<file path="src/rtl/cr_kme_fifo_unpack.sv">
// Unpacks 132-bit KME staging FIFO entries into one or two 64-bit beats with sot/eot, tag check and packet count.
// Latency: first beat one cycle after the pop; the next entry is popped in the cycle its predecessor's last beat is accepted.
// Backpressure: out_ready low holds the current beat stable and withholds fifo_out_ack.
module cr_kme_fifo_unpack #(
    parameter int CNT_W = 16
) (
    input  logic             clk,
    input  logic             rst,
    input  logic [131:0]     fifo_out,
    input  logic             fifo_out_valid,
    output logic             fifo_out_ack,
    output logic [63:0]      out_data,
    output logic             out_valid,
    input  logic             out_ready,
    output logic             out_sot,
    output logic             out_eot,
    output logic [1:0]       out_tid,
    output logic [CNT_W-1:0] pkt_cnt,
    output logic             tid_err
);

    typedef struct packed {
        logic [1:0]   tid;
        logic         half;
        logic         eot;
        logic [127:0] payload;
    } entry_t;

    typedef enum logic [1:0] {
        IDLE = 2'd0,
        LO   = 2'd1,
        HI   = 2'd2
    } st_t;

    st_t        st;
    st_t        st_nxt;
    entry_t     hold;
    logic       sot_pend;
    logic [1:0] prev_tid;
    logic       acc;
    logic       last;
    logic       load;

    always_comb begin
        out_valid = (st != IDLE);
        last      = (st == HI) | ((st == LO) & hold.half);
        acc       = out_valid & out_ready;
        // Gated by rst so nothing is popped (and lost) while the block is held in reset.
        load      = fifo_out_valid & ~rst & ((st == IDLE) | (acc & last));

        out_data  = 64'd0;
        out_tid   = 2'd0;
        if (st == LO) begin
            out_data = hold.payload[63:0];
        end else if (st == HI) begin
            out_data = hold.payload[127:64];
        end
        if (out_valid) begin
            out_tid = hold.tid;
        end
        out_eot      = out_valid & last & hold.eot;
        out_sot      = (st == LO) & sot_pend;
        fifo_out_ack = load;
    end

    always_comb begin
        st_nxt = st;
        if (load) begin
            st_nxt = LO;
        end else if (acc & ~last) begin
            st_nxt = HI;
        end else if (acc & last) begin
            st_nxt = IDLE;
        end
    end

    always_ff @(posedge clk or posedge rst) begin
        if (rst) begin
            st   <= IDLE;
            hold <= '0;
        end else begin
            st <= st_nxt;
            if (load) begin
                hold <= entry_t'(fifo_out);
            end
        end
    end

    // Packet tracking: sot_pend survives FIFO underruns so a resumed packet gets no second sot.
    always_ff @(posedge clk or posedge rst) begin
        if (rst) begin
            sot_pend <= 1'b1;
            prev_tid <= 2'd0;
            pkt_cnt  <= '0;
            tid_err  <= 1'b0;
        end else if (acc) begin
            sot_pend <= out_eot;
            prev_tid <= out_tid;
            if (out_eot) begin
                pkt_cnt <= pkt_cnt + 1'b1;
            end
            if (~out_sot & (out_tid != prev_tid)) begin
                tid_err <= 1'b1;
            end
        end
    end

endmodule

</file>
<file path="config.mk">
export PLATFORM = sky130hd
export DESIGN_NAME = cr_kme_fifo_unpack
export DESIGN_NICKNAME = d
export VERILOG_FILES = /design/src/rtl/cr_kme_fifo_unpack.sv
export SDC_FILE = /design/constraint.sdc
export NUM_CORES = 1
export LEC_CHECK = 0
export ABC_AREA = 1
export ABC_CLOCK_PERIOD_IN_PS = 8300
export BUFFER_PORTS_ARGS = -buffer_cell sky130_fd_sc_hd__buf_2
export CAP_MARGIN = 20
export CORE_ASPECT_RATIO = 0.5
export CORE_UTILIZATION = 45
export DETAILED_ROUTE_END_ITERATION = 8
export GPL_ROUTABILITY_DRIVEN = 0
export PLACE_DENSITY_LB_ADDON = 0.1
export REMOVE_ABC_BUFFERS = 1
export SKIP_LAST_GASP = 1
export SLEW_MARGIN = 20
export SYNTH_ARGS = -nofsm -noshare
export SYNTH_HDL_FRONTEND = slang
export SYNTH_SLANG_ARGS = --single-unit
export TNS_END_PERCENT = 100
</file>
<file path="constraint.sdc">
create_clock -name clk -period 8.3 [get_ports clk]
set_clock_uncertainty 0.2 [all_clocks]
set_input_delay 1.66 -clock clk [delete_from_list [all_inputs] [get_ports clk]]
set_output_delay 1.66 -clock clk [all_outputs]
set_load 0.02 [all_outputs]
</file>
======== After elaboration in Yosys (flattened, before gate mapping) ========
Cells that the tools add are included.
Widths: inputs -> output; s select.
operators by class
  add/sub/neg operators ................... 1
  eq/ne operators ......................... 3
  mux-type cells .......................... 6
  bitwise gates (word level) .............. 15
  reduce and logical (&&, ||, !) cells .... 5
operators with widths
  operator               number
  $mux 64                2
  $add 16x1->16 const B  1
  $and 1x1->1            10
  $mux 2                 4
  $reduce_and 2->1       2
  $not 1->1              3
  $reduce_bool 3->1      1
  $eq 2x1->1 const B     1
  $eq 2x2->1 const B     1
  $logic_not 2->1        1
  $ne 2x2->1             1
  $or 1x1->1             2
  $reduce_bool 2->1      1
storage, ports and cells
  register bits ........................... 154
  output and inout port bits .............. 87
  word-level logic and storage cells ...... 39

======== Logic depth before layout (Yosys ltp) ========
Gate-level depths: netlist of run 1.
  word-level depth ........................ 7
  gate-level depth with buffers ........... 9
  gate-level depth less buffers ........... 8

======== Worst setup path before layout of run 1 ========
No wires, ideal clock.
  path kind ............................... in2out
  from .................................... input port rst
  to ...................................... output port fifo_out_ack
  data arrival time ....................... 6,006 ps
  data required time ...................... 6,440 ps
  slack ................................... 434 ps
  stages on the path ...................... 4
  path buffers ............................ 1
  cell sequence ........................... inv_1 > nand4_2 > nand2_2 > buf_2
on the way
  cells in the longest elaborated chain, start to end .. 3
RTL lines
  item                      line  RTL
  from (decl)               8     input logic rst,
  $not 1->1                 49    load = fifo_out_valid & ~rst & ((st == IDLE) | (acc & last));
  $and 1x1->1 (2 in a row)  49
  to (decl)                 11    output logic fifo_out_ack,
No other way between the ends.

======== Worst setup path after layout of run 1 ========
Same ends and word-level chain as after synthesis.

==> flow_metrics.env, run 1 <==
export IMPL_min_path_cells=2
export IMPL_async_flop_share_pct=100
export IMPL_maxCapViolCount=0
export IMPL_htree_levels=4
export IMPL_wl_per_cell_um=15.5
export IMPL_dieArea_um2=16900
export IMPL_io_buffer_count=222
export IMPL_antenna_found_initial=0
export IMPL_hold_path_startpoint="tid_err"
export IMPL_grt_first_pass_wirelength_um=34400
export IMPL_rsz0062_at_grt="false"
export IMPL_synth_common_cells="394 x nand2_1, 270 x nand3_1, 153 x dfrtp_1, 36 x clkbuf_1, 23 x inv_1"
export IMPL_grt_pass1_vias=6967
export IMPL_die_y_um=92.5
export IMPL_yosysWarnings=0
export IMPL_root_buffer="clkbuf_16"
export IMPL_syn_cell_area_um2=7370
export IMPL_grt_usage_pct=25.9
export IMPL_route_met2_wl_um=10100
export IMPL_path_class="in2out"
export IMPL_synthTopCellsByArea="dfrtp_1 52%, nand2_1 20%, nand3_1 18%"
export IMPL_ios=223
export IMPL_die_w_um=183
export IMPL_grt_max_degree=102
export IMPL_worst_slew_pin_slew_ns=1.06
export IMPL_synth_largest_area_cell="dfrtp_1"
export IMPL_wl_met3_um=1350
export IMPL_power_density_nw_per_um2=381
export IMPL_drt_iter0_drc=597
export IMPL_fin_util_pct=58.5
export IMPL_nets=1274
export IMPL_stdcell_count=1372
export IMPL_cp_arrival_ns=4.13
export IMPL_area_delta_synth_final_pct=24.6
export IMPL_wirelength_um=21300
export IMPL_timing_hold_ws_ns=0.260
export IMPL_netlist_area_leader_share_pct=51.9
export IMPL_maxSlewHeadroom_pct=29.6
export IMPL_timing_rr_start="st[1]"
export IMPL_regArea_um2=3860
export IMPL_r2r_slack_ns=4.43
export IMPL_drcViolationCount=0
export IMPL_slew_viol_final=0
export IMPL_total_power_mw=3.50
export IMPL_hold_class="reg2reg"
export IMPL_layout_min_cycle_time_ns=5.99
export IMPL_wl_met1_um=9490
export IMPL_synth_seq_cells=154
export IMPL_path_clk_slew_ns=0.06
export IMPL_hold_end="tid_err"
export IMPL_ir_drop_uv=215
export IMPL_place_hpwl_um=12300
export IMPL_cts_setup_buffers=0
export IMPL_total_leakage_power_nw=5.22
export IMPL_start_kind="input port"
export IMPL_design_core_area_um2=15700
export IMPL_hold_viol=0
export IMPL_synth_edff_count=0
export IMPL_fmax_ghz=0.167
export IMPL_path_max_fanout=96
export IMPL_crit_required_ns=6.44
export IMPL_postCtsResizedCells=0
export IMPL_overflow=0
export IMPL_rows=32
export IMPL_drtAntennaViolNets=0
export IMPL_ys_seq_area_share_pct=52.3
export IMPL_route_vias_total=7202
export IMPL_synth_flop_cell="dfrtp_1"
export IMPL_fillers=1545
export IMPL_routed_top_layer="met4"
export IMPL_synth_cells=961
export IMPL_drt_first_pass_iters=5
export IMPL_dpl_cell_count=1339
export IMPL_syn_area_per_cell_um2=7.67
export IMPL_multi_input_area_um2=3130
export IMPL_endpoint_kind="output port"
export IMPL_ys_types=22
export IMPL_setup_tns_ns=0
export IMPL_initial_core_util_pct=47.0
export IMPL_reg2reg_to="hold[75]"
export IMPL_post_synth_top_count_cell="nand2_1"
export IMPL_clock_path_buffers=2
export IMPL_cts_hold_buffers=0
export IMPL_period_share_pct=72.2
export IMPL_drive_above_1_share_pct=23.7
export IMPL_status="finished clean"
export IMPL_numCtsBuffers=17
export IMPL_clk_latency_ns=0.42
export IMPL_cts_sinks=154
export IMPL_setup_violations=0
export IMPL_cts_tree="done"
export IMPL_viasPerCell=5.25
export IMPL_reg2reg_depth=9
final cells by class:
class                      instances  area share [%]
sequential                       154            42.0
multi-input combinational        711            34.0
timing repair buffer             230            12.8
clock buffer                      19            4.82
tap                              221            3.01
clock inverter                    13            2.34
inverter                          23           0.995
antenna                            1          0.0272
layer usage:
metal,GRT usage (%),vias to the layer above
li1,-,3469
met1,35.0,3461
met2,41.4,242
met3,5.62,30
met4,8.54,0
met5,0,-
registers in the layout, summed over array words and instances, names as in the netlist:
| name | flops |
|---|---|
| hold | 132 |
| pkt_cnt | 16 |
| prev_tid | 2 |
| st | 2 |
| sot_pend | 1 |
| tid_err | 1 |
cells in the final DEF, fill, tap and decap left out, types with 5 or more instances in the layout:
master and n:
nand2_1 394, nand3_1 270, buf_2 222, dfrtp_1 151
inv_1 20, nor2_1 17, clkbuf_16 17, o21ai_0 11
buf_4 8, bufinv_16 5
where the power goes:
part           internal (mW)  switching (mW)  leakage, nW  total, mW
registers               1.07           0.176         1.94       1.24
clock network          0.546           0.331        0.312      0.877
logic                  0.437           0.939         2.97       1.38
total                   2.05            1.45         5.22       3.50
how the worst max path moves through the flow:
stage,start,endpoint,slack (ns),cells after the start
after floorplan,rst,fifo_out_ack,-3.40,3
after global placement,rst,fifo_out_ack,2.29,5
after detailed placement,rst,fifo_out_ack,2.25,5
after CTS,rst,fifo_out_ack,2.25,5
after global routing,rst,fifo_out_ack,2.01,5
final,rst,fifo_out_ack,2.31,5
per-stage QoR:
step	cell area, um^2	setup slack [ns]
5_1_grt	9180	2.01
3_3_place_gp	8520	2.29
6_report	9180	2.31
4_1_cts	9180	2.25
3_5_place_dp	8520	2.25
2_1_floorplan	7050	-3.40
cells by family after synthesis:
group / synth area share [%]
compound gates: 0.848
xor+xnor: 0.832
fa+ha+maj: 0.170
buf+inv: 5.60
flops: 52.3
simple gates: 40.3
critical path, cell delays in order:
cell and delay [ns]:
buf_2 0.12, inv_6 0.57, nand4_4 0.59, nand2_4 0.74, buf_2 0.29
(Power assumes the default switching activity.)
==> run 2, diff against run 1 <==
- ABC_CLOCK_PERIOD_IN_PS: 8300 -> 4980
- clock period: 8.3 -> 4.98 ns (I/O delays scaled with it)
==> run 2 against run 1 <==
Sequential cell count unchanged. Combinational power increased by 64%. Power rose by 62%. Non-clock buffer count is 5 higher. Global-route usage down 0.29 points. Sequential power increased by 69%. Critical path depth up 1. Worst hold slack improved by 0.0059 ns. Critical endpoint unchanged. Largest cell class unchanged. Largest power group unchanged. Highest routed layer unchanged.
==> flow_metrics.env, run 2 (same netlist as run 1, synthesis figures left out) <==
export IMPL_status="finished clean"
export IMPL_cp_arrival_ns=2.82
export IMPL_path_clk_slew_ns=0.06
export IMPL_slew_viol_final=0
export IMPL_drcViolationCount=0
export IMPL_postCtsResizedCells=0
export IMPL_stdcell_count=1376
export IMPL_period_share_pct=80.7
export IMPL_hold_class="reg2reg"
export IMPL_gr_usage_met1_pct=35.0
export IMPL_path_class="reg2out"
export IMPL_drive_above_1_share_pct=23.8
export IMPL_viasPerCell=5.20
export IMPL_top_usage_layer="met2"
export IMPL_largest_register="hold"
export IMPL_largest_register_ffs=132
export IMPL_cts_sinks=154
export IMPL_cts_hold_buffers=0
export IMPL_io_buffer_count=222
export IMPL_layout_min_cycle_time_ns=4.02
export IMPL_power_density_nw_per_um2=619
export IMPL_drtAntennaViolNets=0
export IMPL_clk_latency_ns=0.42
export IMPL_worst_slew_pin_slew_ns=0.961
export IMPL_setup_tns_ns=0
export IMPL_timing_hold_ws_ns=0.266
export IMPL_clock_path_buffers=2
export IMPL_nets=1279
export IMPL_path_max_fanout=42
export IMPL_design_core_area_um2=15700
export IMPL_maxSlewHeadroom_pct=35.9
export IMPL_rows=32
export IMPL_start_kind="flip-flop"
export IMPL_final_common_cell="nand2_1"
export IMPL_reg_largest_list="hold (132), pkt_cnt (16)"
export IMPL_ios=223
export IMPL_cts_setup_buffers=0
export IMPL_fmax_ghz=0.249
export IMPL_antenna_found_initial=0
export IMPL_area_delta_synth_final_pct=24.2
export IMPL_crit_required_ns=3.78
export IMPL_rsz0062_at_grt="false"
export IMPL_grt_pass1_vias=6969
export IMPL_total_power_mw=5.67
export IMPL_route_vias_total=7151
export IMPL_total_leakage_power_nw=5.22
export IMPL_mostFrequentLayoutCells="394 x nand2_1, 270 x nand3_1, 222 x buf_2, 151 x dfrtp_1, 20 x inv_1"
export IMPL_ir_drop_uv=349
export IMPL_grtUsageMet2_pct=40.8
export IMPL_fin_util_pct=58.4
export IMPL_initial_core_util_pct=47.0
export IMPL_cts_tree="done"
export IMPL_maxCapViolCount=0
export IMPL_root_buffer="clkbuf_16"
export IMPL_numCtsBuffers=17
export IMPL_dieArea_um2=16900
export IMPL_grt_first_pass_wirelength_um=34100
export IMPL_grt_use_met3_pct=5.19
export IMPL_hold_viol=0
export IMPL_dpl_cell_count=1344
export IMPL_drt_iter0_drc=516
export IMPL_overflow=0
export IMPL_endpoint_kind="output port"
export IMPL_drt_first_pass_iters=5
export IMPL_grt_max_degree=75
export IMPL_htree_levels=4
export IMPL_setup_violations=0
export IMPL_die_y_um=92.5
export IMPL_wl_per_cell_um=15.2
export IMPL_grt_usage_pct=25.6
export IMPL_die_w_um=183
export IMPL_place_hpwl_um=12900
export IMPL_wirelength_um=21000
export IMPL_antenna_cells=0
## run 2: cell count changes in the layout (fill, tap and decap cells not counted), sizes merged
cell	delta
clkinv	-1
diode	-1
buf	+5
bufinv	-3
clkbuf	+5
inv	-1
## run 2: path summary, 6_finish.rpt
check | slack, ns | from | endpoint | depth (start not counted)
min | 0.27 | tid_err | tid_err | 2
max in group asynchronous | 2.22 | rst | hold[11] | 4
max | 0.96 | st[0] | fifo_out_ack | 6
min reg2reg | 0.27 | tid_err | tid_err | 2
min in group asynchronous | 0.33 | rst | hold[6] | 2
max reg2reg | 1.56 | st[0] | hold[128] | 7
## run 2: stage by stage
stage               area [um^2]  worst slack [ns]
finish                     9160             0.959
global route               9160             0.748
CTS                        9160             0.925
detailed placement         8560              1.38
global placement           8560              1.40
floorplan                  7050             -5.39
## run 2: worst max-delay path: stages (launching register included)
cell,delay (ns)
dfrtp_2,0.71
buf_4,0.53
nand3_1,0.14
nand2_1,0.20
nand4_4,0.12
nand2_4,0.42
buf_2,0.27
## run 2: power by group
part           leakage (nW)  switching, mW  total, mW  internal, mW
combinational          2.99           1.53       2.26         0.732
clock                 0.284          0.527       1.32         0.797
sequential             1.94          0.308       2.09          1.78
total                  5.22           2.36       5.67          3.31
## run 2: cell type report
| class | instances | area [um^2] |
|---|---|---|
| Clock buffer | 24 | 492 |
| Clock inverter | 8 | 109 |
| Fill cell | 1564 | 6530 |
| Inverter | 23 | 91.3 |
| Multi-Input combinational cell | 711 | 3130 |
| Sequential cell | 154 | 3860 |
| Tap cell | 221 | 277 |
| Timing Repair Buffer | 235 | 1210 |
## run 2: metal layers
metal | part of all wire (%) | wire length, um
met5 | 0 | 0
met2 | 47 | 9820
met3 | 6.6 | 1380
met4 | 1.4 | 284
met1 | 45 | 9480
